`config.mk`:
```
export PLATFORM = sky130hd
export DESIGN_NAME = jt10_adpcm_seq
export DESIGN_NICKNAME = d
export VERILOG_FILES = /design/src/rtl/jt10_adpcm_seq.sv
export SDC_FILE = /design/constraint.sdc
export NUM_CORES = 1
export LEC_CHECK = 0
export BUFFER_PORTS_ARGS = -buffer_cell sky130_fd_sc_hd__clkbuf_2
export CAP_MARGIN = 20
export CORE_UTILIZATION = 56
export DETAILED_ROUTE_END_ITERATION = 10
export HOLD_SLACK_MARGIN = 0.08
export PLACE_DENSITY = 0.77
export SYNTH_ARGS = -nofsm -noshare
export SYNTH_HDL_FRONTEND = slang
export SYNTH_SLANG_ARGS = --single-unit
```
`constraint.sdc`:
```
create_clock -name clk -period 13.4 [get_ports clk]
set_input_delay 2.68 -clock clk [delete_from_list [all_inputs] [get_ports clk]]
set_output_delay 2.68 -clock clk [all_outputs]
set_load 0.1 [all_outputs]
```
`src/rtl/jt10_adpcm_seq.sv`:
```
// ADPCM-A channel sequencer: N time-multiplexed channels, one ROM port.
// Optional loop mode via JT10_ADPCMA_LOOP_EN.
module jt10_adpcm_seq #(
    parameter int CH   = 6,
    parameter int CHW  = 3,
    parameter int AW   = 24,
    parameter int TOPW = 16
)(
    input  logic            clk,
    input  logic            rst,
    input  logic            cen,
    input  logic [TOPW-1:0] addr_in,
    input  logic [CHW-1:0]  addr_ch,
    input  logic            up_start,
    input  logic            up_end,
    input  logic [CH:0]     aon_cmd,
    input  logic            up_aon,
    input  logic [CH-1:0]   loop_en,
    input  logic [CH-1:0]   clr_flags,
    output logic [CH-1:0]   cur_ch,
    output logic [AW-1:0]   addr,
    output logic            sel,
    output logic            roe_n,
    output logic            decon,
    output logic            clr,
    output logic [CH-1:0]   flags,
    output logic [CH-1:0]   busy
);
    localparam int LW = AW - TOPW;

    typedef enum logic [1:0] {
        IDLE, START, RUN, LOOP
    } st_t;

    st_t             st      [CH];
    logic [AW:0]     cnt     [CH];
    logic [TOPW-1:0] start_r [CH];
    logic [TOPW-1:0] end_r   [CH];
    logic [CH-1:0]   pend_on, pend_off;

    logic [CH-1:0]   ring_nx;
    logic [CHW-1:0]  sc;
    logic [AW:0]     start_nib, end_nib;
    logic [CH-1:0]   cons, on_set, off_set, fset;

    st_t             st_nx;
    logic [AW:0]     cnt_nx;
    logic [AW:0]     o_cnt;
    logic            o_roe_n, o_decon, o_clr;

`ifndef JT10_ADPCMA_LOOP_EN
    logic unused_loop;
    assign unused_loop = ^loop_en;
`endif

    assign ring_nx = {cur_ch[CH-2:0], cur_ch[CH-1]};

    always_comb begin
        sc = '0;
        for (int i = 0; i < CH; i++)
            if (ring_nx[i]) sc = CHW'(i);
    end

    assign start_nib = {start_r[sc], {LW{1'b0}}, 1'b0};
    assign end_nib   = {end_r[sc],   {LW{1'b1}}, 1'b1};

    assign cons    = cen ? ring_nx : '0;
    assign on_set  = (up_aon && !aon_cmd[CH]) ? aon_cmd[CH-1:0] : '0;
    assign off_set = (up_aon &&  aon_cmd[CH]) ? aon_cmd[CH-1:0] : '0;

    // Next state of the channel owning the upcoming slot
    always_comb begin
        st_nx  = st[sc];
        cnt_nx = cnt[sc];
        fset   = '0;
        if (pend_off[sc]) begin
            st_nx = IDLE;
        end else if (pend_on[sc]) begin
            st_nx  = START;
            cnt_nx = start_nib;
        end else begin
            unique case (st[sc])
                IDLE: st_nx = IDLE;
                LOOP: st_nx = START;
                START, RUN: begin
                    st_nx  = RUN;
                    cnt_nx = cnt[sc] + 1'b1;
                    if (cnt[sc] == end_nib) begin
                        fset[sc] = 1'b1;
`ifdef JT10_ADPCMA_LOOP_EN
                        if (loop_en[sc]) begin
                            st_nx  = LOOP;
                            cnt_nx = start_nib;
                        end else begin
                            st_nx = IDLE;
                        end
`else
                        st_nx = IDLE;
`endif
                    end
                end
            endcase
        end
    end

    always_comb begin
        o_decon = 1'b0;
        o_clr   = 1'b0;
        o_roe_n = 1'b1;
        o_cnt   = cnt[sc];
        if (pend_off[sc]) begin
            o_clr = 1'b0;
        end else if (pend_on[sc]) begin
            o_clr = 1'b1;
            o_cnt = start_nib;
        end else begin
            unique case (st[sc])
                IDLE: o_clr = 1'b0;
                LOOP: o_clr = 1'b1;
                START, RUN: begin
                    o_decon = 1'b1;
                    o_roe_n = cnt[sc][0];
                end
            endcase
        end
    end

    always_ff @(posedge clk or posedge rst) begin
        if (rst) begin
            cur_ch <= CH'(1);
            addr   <= '0;
            sel    <= 1'b0;
            roe_n  <= 1'b1;
            decon  <= 1'b0;
            clr    <= 1'b0;
            for (int i = 0; i < CH; i++) begin
                st[i]  <= IDLE;
                cnt[i] <= '0;
            end
        end else if (cen) begin
            cur_ch  <= ring_nx;
            st[sc]  <= st_nx;
            cnt[sc] <= cnt_nx;
            addr    <= o_cnt[AW:1];
            sel     <= o_cnt[0];
            roe_n   <= o_roe_n;
            decon   <= o_decon;
            clr     <= o_clr;
        end
    end

    // A strobe landing in the consuming clock keeps its bit set
    always_ff @(posedge clk or posedge rst) begin
        if (rst) begin
            pend_on  <= '0;
            pend_off <= '0;
            flags    <= '0;
        end else begin
            pend_on  <= (pend_on  & ~cons) | on_set;
            pend_off <= (pend_off & ~cons) | off_set;
            flags    <= (flags & ~clr_flags) | (cen ? fset : '0);
        end
    end

    always_ff @(posedge clk or posedge rst) begin
        if (rst) begin
            for (int i = 0; i < CH; i++) begin
                start_r[i] <= '0;
                end_r[i]   <= '0;
            end
        end else if (int'(addr_ch) < CH) begin
            if (up_start) start_r[addr_ch] <= addr_in;
            if (up_end)   end_r[addr_ch]   <= addr_in;
        end
    end

    always_comb begin
        for (int i = 0; i < CH; i++)
            busy[i] = (st[i] != IDLE);
    end

endmodule

```
Yosys cells after proc, flatten, opt, wreduce, memory -nomap -nowiden
Cells that the tools add are included.
- bits in registers: 406
- input port bits: 44
- output and inout port bits: 46
- logic and storage cells: 130
- $add $sub $neg: 1
- $lt $le $gt $ge: 7
- eq/ne operators: 4
- mux-type cells: 59
- bitwise operators: 10
- reductions and logical operators: 16
- operators with widths (cell ; count):
    25-bit two-way mux ; 8
    96-bit bitwise mux ; 2
    150-bit bitwise mux ; 1
    16-bit binary-select mux with 3-bit select ; 2
    16-bit two-way mux ; 5
    25-bit binary-select mux with 3-bit select ; 1
    25-bit demux with 3-bit select ; 1
    16-bit demux with 3-bit select ; 1
    6-bit two-way mux ; 8
    25-bit by 1-bit adder with 25-bit output (second input constant) ; 1
    25-bit == test ; 1
    6-bit bitwise AND ; 3
    6-bit bitwise OR ; 3
    2-bit two-way mux ; 7
    1-bit two-way mux ; 13
    12-bit bitwise mux ; 1
    6-bit inverter ; 2
    2-bit nonzero test ; 6
    3-bit two-way mux ; 3
    4-bit greater-or-equal comparator (second input constant) ; 2
    4-bit by 1-bit less-than comparator with 1-bit output (second input constant) ; 2
    3-bit inverter with 4-bit output ; 2
    1-bit binary-select mux with 3-bit select ; 2
    2-bit binary-select mux with 3-bit select ; 1
    13 further kinds ; 19

Longest topological paths before layout
Gate-level depths: netlist of the first run.
- depth in word-level cells: 16
- gate-level depth with buffers: 20
- gate-level depth less buffers: 15

Worst setup path before layout of the first run
OpenSTA, ideal clock, no wires.
- path kind: register to register
- start point: register cur_ch[4]
- end point: register cnt[117] (netlist name)
- library setup time: 0.150 ns
- data arrival time: 4.707 ns
- setup slack: 8.543 ns
- cell stages (with the launch flop): 17
- clock period less this slack: 4.857 ns
- cells stage by stage: dfrtp_1 -> buf_4 -> buf_2 -> buf_2 -> buf_2 -> buf_1 -> clkbuf_1 -> buf_1 -> o21ai_0 -> ha_1 -> inv_1 -> a2111oi_0 -> and3_1 -> buf_2 -> nand4_1 -> a21oi_1 -> o41ai_1
- longest elaborated chain between the ends: 11
- RTL lines (what ; RTL line ; RTL):
    start, declared ; 20 ; output logic [CH-1:0] cur_ch,
    start signal, assigned ; 141 ; cur_ch <= ring_nx;
    3-bit two-way mux (*) ; 61 ; if (ring_nx[i]) sc = CHW'(i);
    parallel branches: the longest is 9 deep, another holds 25-bit by 1-bit adder with 25-bit output ; -- ;
    150-bit bitwise mux (*) ; 143 ; cnt[sc] <= cnt_nx;
    end signal, assigned by index ; 143 ;
    end, declared ; 36 ; logic [AW:0] cnt [CH];
Mark *: on every way between the ends. The select of a mux whose other input is x is not followed.
A chain may end at the register's enable or synchronous reset.

Worst setup path in the final report of the first run
- start point: register cur_ch[2]
- end point: register cnt[17] (netlist name)
- longest elaborated chain between the ends: 13
- RTL lines (what ; RTL line):
    3-bit two-way mux (*) (3 in series) ; 61
    parallel branches: the longest is 9 deep, another holds 25-bit by 1-bit adder with 25-bit output ; --
    150-bit bitwise mux (*) ; 143
Marked as above.

==> results.json, run 1 <==
{
  "outcome": "finished clean",
  "syn_area_per_cell_um2": 10.5,
  "maxUsedRoutingLayer": "met4",
  "setup_viol_count_final": 0,
  "crit_path_top_delay_cell": "dfrtp_2",
  "worst_clock_skew_on_the_final_layout_ps": 13.9,
  "tightest_slew_ps": 1270,
  "cts-root-buf": "clkbuf_16",
  "drc": 0,
  "timing.max_cap.violations": 0,
  "critical_path.max_fanout": 52,
  "clkSlewWorstSetupHoldPaths_ps": 60,
  "synthesized_net_count": 1906,
  "layout-drive-gt1-share_pct": 24.8,
  "cts_max_path_bufs": 3,
  "setup_total_negative_slack_ps": 0,
  "fillerInstances": 2653,
  "post_drt_via_cell_ratio": 6.68,
  "power_density_mw_per_mm2": 231,
  "floorplan.initialDensity_pct": 56.7,
  "largest_net_degree_at_the_start_of_global_routing": 191,
  "finalPower_uw": 4980,
  "num_vias": 15759,
  "route.layer.met1.wl_um": 22600,
  "tritoncts_num_sinks": 406,
  "p_leak_uw": 0.00922,
  "multi_input_comb_area_mm2": 0.00861,
  "numPortBuffers": 83,
  "wl_met2_um": 25800,
  "grt_setup_unrepaired": "no",
  "max_freq_mhz": 172,
  "netlist-cell-type-count": 91,
  "fin_ws_ps": 7580,
  "grt_overflow": 0,
  "clkLatencyLatePin_ps": 550,
  "layout_worst_path_cycle_share_pct": 43.4,
  "cts_max_level": 2,
  "met3_wirelength_um": 5910,
  "synth-main-ff-cell": "dfrtp_1",
  "vias_in_the_first_global_route": 15805,
  "timing.final.max_slew_violations": 0,
  "holdCritPathClass": "reg -> reg",
  "slew-limit-headroom_pct": 15.3,
  "die_h_um": 189,
  "synth-seq-area-share_pct": 52.0,
  "critPathMostFrequentCell": "a21oi_1",
  "first_pass_iters": 8,
  "dpl_worst_slack_ps": 7810,
  "async_flop_share_pct": 100,
  "tritoncts": "yes",
  "cp_data_required_time_ps": 13780,
  "timing_worst_setup_path_type": "reg -> reg",
  "final_nets": 1919,
  "hold_violations": 0,
  "design.portCount": 90,
  "yosysWarnings": 0,
  "period_minus_slack_ps": 5820,
  "coreArea_mm2": 0.0345,
  "synth-edff-count": 0,
  "drt_first_iter_violations": 1670,
  "timing.critical_path.cells": "buf_4 > or2b_1 > buf_4 > nand3_4 > nand2_1 > a21oi_1 > a21oi_1 > o21ai_0 > mux2i_1 > o21ai_0 > ha_1 > inv_1 > a2111oi_0 > and3_1 > nand4_1 > a21oi_1 > o41ai_1",
  "die_ar_mm2": 0.0357,
  "area.sequential_mm2": 0.0102,
  "detail_route.wl_per_cell_um": 24.1,
  "timing.critical_path.to_type": "register",
  "syn_area_mm2": 0.0195,
  "finalWirelength_um": 56900,
  "cts_setup_buffers": 0,
  "post_cts_resized": 0,
  "post_cts_hold_buffer_count": 0,
  "die-width_um": 189,
  "numCtsBuffers": 41,
  "grt_antenna_before_repair": 0,
  "critical_path.max_stage_delay_ps": 850,
  "synthCells": 1859,
  "worst_setup_path_start_kind": "register",
  "grt_use_total_pct": 32.3,
  "synth_seq_cells": 406,
  "post_detail_place_hpwl_um": 35100,
  "grt_first_pass_wirelength_um": 89100,
  "area_growth_syn_to_layout_pct": 10.5,
  "vdd_ir_drop_max_mv": 0.238,
  "place.gp.congestion": 0.924,
  "critPathArrivalTime_ps": 6200,
  "placementRows": 68,
  "n_antenna_cell": 0,
  "post-route-util_pct": 62.7,
  "detail-route-antenna-nets": 0
}
[metrics by stage]
stage	area [um2]	cells	hold slack (ps)
4_1_cts	21500	2349	469
6_report	21600	2359	472
3_5_place_dp	20200	2274	455
5_1_grt	21600	2359	487
3_3_place_gp	20200	2274	449
2_1_floorplan	19500	1859	435
[worst max-delay path: cells and delay by family (launching register included)]
kind	cells	cell delay (ps)
muxes	1	90
DFF	1	850
buffers and inverters	3	1040
and+or+nand+nor	5	1410
adders and majority gates	1	260
AOI/OAI and AO/OA	7	1920
[layer usage]
metal / vias up / track usage, %
met2: 890 / 49.5
met1: 7835 / 43.8
met3: 217 / 7.19
met5: - / 0
li1: 6817 / -
met4: 0 / 15.5
[layout by cell type (no fill, tap or decap), types with 8 or more instances in the layout]
master,count
and2_1,16
a311oi_1,9
o221ai_1,17
mux2i_1,8
nor2_1,65
o41ai_1,19
a31oi_1,8
clkbuf_8,11
a211oi_1,18
o21ai_0,192
nand4_1,37
dfrtp_1,402
o311ai_0,23
a22oi_1,41
nand3_1,20
nand2b_1,22
clkbuf_16,41
a31o_2,18
a21oi_1,32
clkinv_2,8
o31ai_1,28
a221oi_1,17
buf_4,34
clkbuf_2,87
clkbuf_1,12
inv_1,37
or2_2,10
nor2b_1,8
nand2_1,256
a22o_1,18
mux2_2,208
nor3_1,12
o22ai_1,10
xor2_1,9
[final timing paths]
| check | startpoint | cells past startpoint | endpoint | slack [ps] |
|---|---|---|---|---|
| max | cur_ch[2] | 17 | cnt[17] | 7580 |
| min | cnt[119] | 2 | cnt[119] | 470 |
| max reg2reg | cur_ch[2] | 17 | cnt[17] | 7580 |
| min reg2reg | cnt[119] | 2 | cnt[119] | 470 |
| max in group asynchronous | rst | 4 | cur_ch[4] | 9210 |
| min in group asynchronous | rst | 3 | end_r[76] | 2410 |
[state kept, by name, summed over array words and instances, names as in the netlist, 12 cells and up]
signal,flops
start_r,96
cnt,150
end_r,96
st,12
addr,24
[cell usage after synthesis (6+ instances only)]
| cell type | n | area [um2] |
|---|---|---|
| a211oi_1 | 18 | 135 |
| a21o_1 | 7 | 52.6 |
| a21oi_1 | 32 | 160 |
| a221oi_1 | 17 | 149 |
| a22o_1 | 18 | 158 |
| a22oi_1 | 41 | 308 |
| a311oi_1 | 9 | 78.8 |
| a31o_2 | 18 | 158 |
| a31oi_1 | 8 | 50.1 |
| and2_1 | 16 | 100 |
| and3_1 | 6 | 37.5 |
| buf_1 | 14 | 52.6 |
| buf_2 | 26 | 130 |
| buf_4 | 6 | 45.0 |
| clkbuf_1 | 108 | 405 |
| dfrtp_1 | 404 | 10100 |
| inv_1 | 38 | 143 |
| mux2_2 | 208 | 2340 |
| mux2i_1 | 8 | 80.1 |
| nand2_1 | 257 | 965 |
| nand2b_1 | 23 | 144 |
| nand3_1 | 22 | 110 |
| nand4_1 | 37 | 231 |
| nor2_1 | 65 | 244 |
| nor2b_1 | 8 | 50.1 |
| nor3_1 | 16 | 80.1 |
| nor4_1 | 6 | 37.5 |
| o211ai_1 | 6 | 45.0 |
| o21ai_0 | 193 | 966 |
| o221ai_1 | 17 | 149 |
| o22ai_1 | 10 | 62.6 |
| o22ai_2 | 6 | 75.1 |
| o311ai_0 | 23 | 201 |
| o31ai_1 | 28 | 210 |
| o41ai_1 | 19 | 166 |
| or2_2 | 10 | 62.6 |
| xnor2_1 | 7 | 61.3 |
| xor2_1 | 9 | 78.8 |
[cell families (layout without fill, tap and decap cells)]
logic type / after synthesis / after routing / synth area share [%]
buffers and inverters: 198 / 243 / 4.25
flip-flops: 406 / 406 / 52.0
adder cells (fa/ha/maj): 3 / 3 / 0.192
AND/OR/NAND/NOR: 499 / 499 / 12.0
XOR/XNOR: 16 / 16 / 0.717
multiplexers: 216 / 216 / 12.4
AO/OA/AOI/OAI: 521 / 521 / 18.4
[cell type report]
class | instances | area share (%)
Clock buffer | 64 | 5.66
Clock inverter | 11 | 0.307
Inverter | 40 | 0.724
Multi-Input combinational cell | 1255 | 39.9
Sequential cell | 406 | 47.1
Tap cell | 455 | 2.64
Timing Repair Buffer | 128 | 3.75
[power by group]
group	total (uW)	switching, uW	leakage (uW)	internal (uW)
combinational	2040	1430	0.00352	611
sequential	1840	225	0.00506	1610
clock	1110	477	0.000643	629
total	4980	2130	0.00922	2850
(Power assumes the default switching activity.)
==> run 2, diff against run 1 <==
- CORE_UTILIZATION: 56 -> 62
- PLACE_DENSITY: 0.77 -> 0.8
- clock period: 13.4 -> 5.94 ns (I/O delays scaled with it)
==> results.json, run 2 (synthesis results as in run 1) <==
{
  "layout_top_registers": "cnt x150, end_r x96, start_r x96",
  "timing.critical_path.to_type": "register",
  "grt_antenna_before_repair": 0,
  "first_pass_iters": 9,
  "max_freq_mhz": 208,
  "floorplan.initialDensity_pct": 63.4,
  "setup_viol_count_final": 0,
  "placementRows": 64,
  "timing.max_cap.violations": 0,
  "grt_setup_unrepaired": "no",
  "cell_family_with_most_cp_delay": "compound AO/OA/AOI/OAI gates",
  "p_leak_uw": 0.00930,
  "vdd_ir_drop_max_mv": 0.363,
  "drt_first_iter_violations": 1769,
  "finalWirelength_um": 57600,
  "commonest_cells_after_routing_fill_and_taps_aside": "dfrtp_1 (402), nand2_1 (256), mux2_2 (208)",
  "hold_violations": 0,
  "power_density_mw_per_mm2": 523,
  "num_vias": 15935,
  "grt_overflow": 0,
  "cts_setup_buffers": 0,
  "numPortBuffers": 83,
  "die_h_um": 180,
  "drc": 4,
  "critPathArrivalTime_ps": 5230,
  "timing_worst_setup_path_type": "reg -> reg",
  "post_drt_via_cell_ratio": 6.87,
  "mostFrequentLayoutCell": "dfrtp_1",
  "detail_route.wl_per_cell_um": 24.8,
  "critical_path.max_stage_delay_ps": 740,
  "critPathMostFrequentCell": "a21oi_1",
  "final_nets": 1937,
  "grt_first_pass_wirelength_um": 90200,
  "post_cts_resized": 0,
  "n_antenna_cell": 0,
  "cp_data_required_time_ps": 6350,
  "design.portCount": 90,
  "layout-drive-gt1-share_pct": 25.4,
  "cts-root-buf": "clkbuf_16",
  "place.gp.congestion": 0.969,
  "numCtsBuffers": 41,
  "tritoncts_num_sinks": 406,
  "period_minus_slack_ps": 4820,
  "worst_clock_skew_on_the_final_layout_ps": 21.9,
  "tritoncts": "yes",
  "post_dp_cell_area_mm2": 0.0203,
  "layout_worst_path_cycle_share_pct": 81.1,
  "post_cts_hold_buffer_count": 0,
  "clkLatencyLatePin_ps": 560,
  "fillerInstances": 2196,
  "cts_max_path_bufs": 3,
  "setup_total_negative_slack_ps": 0,
  "slew-limit-headroom_pct": 17.4,
  "largest_net_degree_at_the_start_of_global_routing": 145,
  "tightest_slew_ps": 1220,
  "holdCritPathClass": "reg -> reg",
  "post-route-util_pct": 70.2,
  "fin_worst_hold_slack_ps": 474,
  "timing.final.max_slew_violations": 0,
  "worst_setup_path_start_kind": "register",
  "detail-route-antenna-nets": 0,
  "die-width_um": 180,
  "coreArea_mm2": 0.0308,
  "outcome": "finished with violations",
  "area_growth_syn_to_layout_pct": 10.8,
  "crit_path_top_delay_cell": "dfstp_2",
  "die_ar_mm2": 0.0322,
  "cts_max_level": 2,
  "failing_checks": "DRC",
  "vias_in_the_first_global_route": 15874,
  "cp.buffers_inverters": 1,
  "critical_path.max_fanout": 18,
  "finalPower_uw": 11300,
  "largest-register": "cnt",
  "clkSlewWorstSetupHoldPaths_ps": 60,
  "timing.critical_path.cells": "or3b_1 > nand3_4 > nand2_1 > a21oi_1 > a21oi_1 > o21ai_0 > mux2i_1 > o21ai_0 > ha_1 > inv_1 > a2111oi_0 > and3_1 > nand4_1 > a21oi_1 > o41ai_1",
  "stdcell_area_mm2": 0.0217,
  "largest_register_ff_count": 150,
  "post_detail_place_hpwl_um": 36500,
  "grt_use_total_pct": 36.1
}
run 2: changes by cell type in the layout (fill, tap and decap cells not counted), sizes merged:
| cell | before | now |
|---|---|---|
| clkinv | 10 | 6 |
| buf | 40 | 62 |
| clkbuf | 152 | 151 |
| inv | 40 | 41 |
| clkinvlp | 1 | 2 |
run 2: metrics by stage:
step	std cells	setup WS (ps)
after floorplan	1859	-716
after global placement	2238	1300
after detailed placement	2239	1280
after CTS	2315	1210
after global routing	2319	847
final	2319	1120
run 2: layout make-up:
class,count,area [um2],share of cell area [%]
Clock buffer,67,1230,5.70
Clock inverter,9,70.1,0.324
Inverter,40,156,0.722
Multi-Input combinational cell,1255,8610,39.8
Sequential cell,406,10200,46.9
Tap cell,396,495,2.29
Timing Repair Buffer,146,923,4.26
run 2: worst min-delay path, cell delays in order (launching register included):
cell and delay, ps:
dfrtp_1 330, nand2_1 50, o21ai_0 60
run 2: path summary, 6_finish.rpt:
check | start | to | slack [ps] | cells after the start
worst min-delay path | cnt[78] | cnt[78] | 470 | 2
min in group asynchronous | rst | end_r[50] | 700 | 3
worst max register to register | cur_ch[0] | cnt[117] | 1120 | 15
worst max-delay path | cur_ch[0] | cnt[117] | 1120 | 15
worst min register to register | cnt[78] | cnt[78] | 470 | 2
max in group asynchronous | rst | pend_on[2] | 3950 | 4
run 2: metal layers:
metal  track usage, %  vias to the layer above  share of wire (%)
li1                 -                     6850                  -
met1             47.5                     7914                 39
met2             55.5                      939                 46
met3             9.00                      230                 10
met4             19.3                        2                5.3
met5             1.04                        -              0.069
run 2: where the power goes:
group          leakage (uW)  switching [uW]  internal, uW  total [uW]
registers           0.00506             494          3630        4130
clock network      0.000641            1100          1430        2520
logic               0.00359            3260          1410        4670
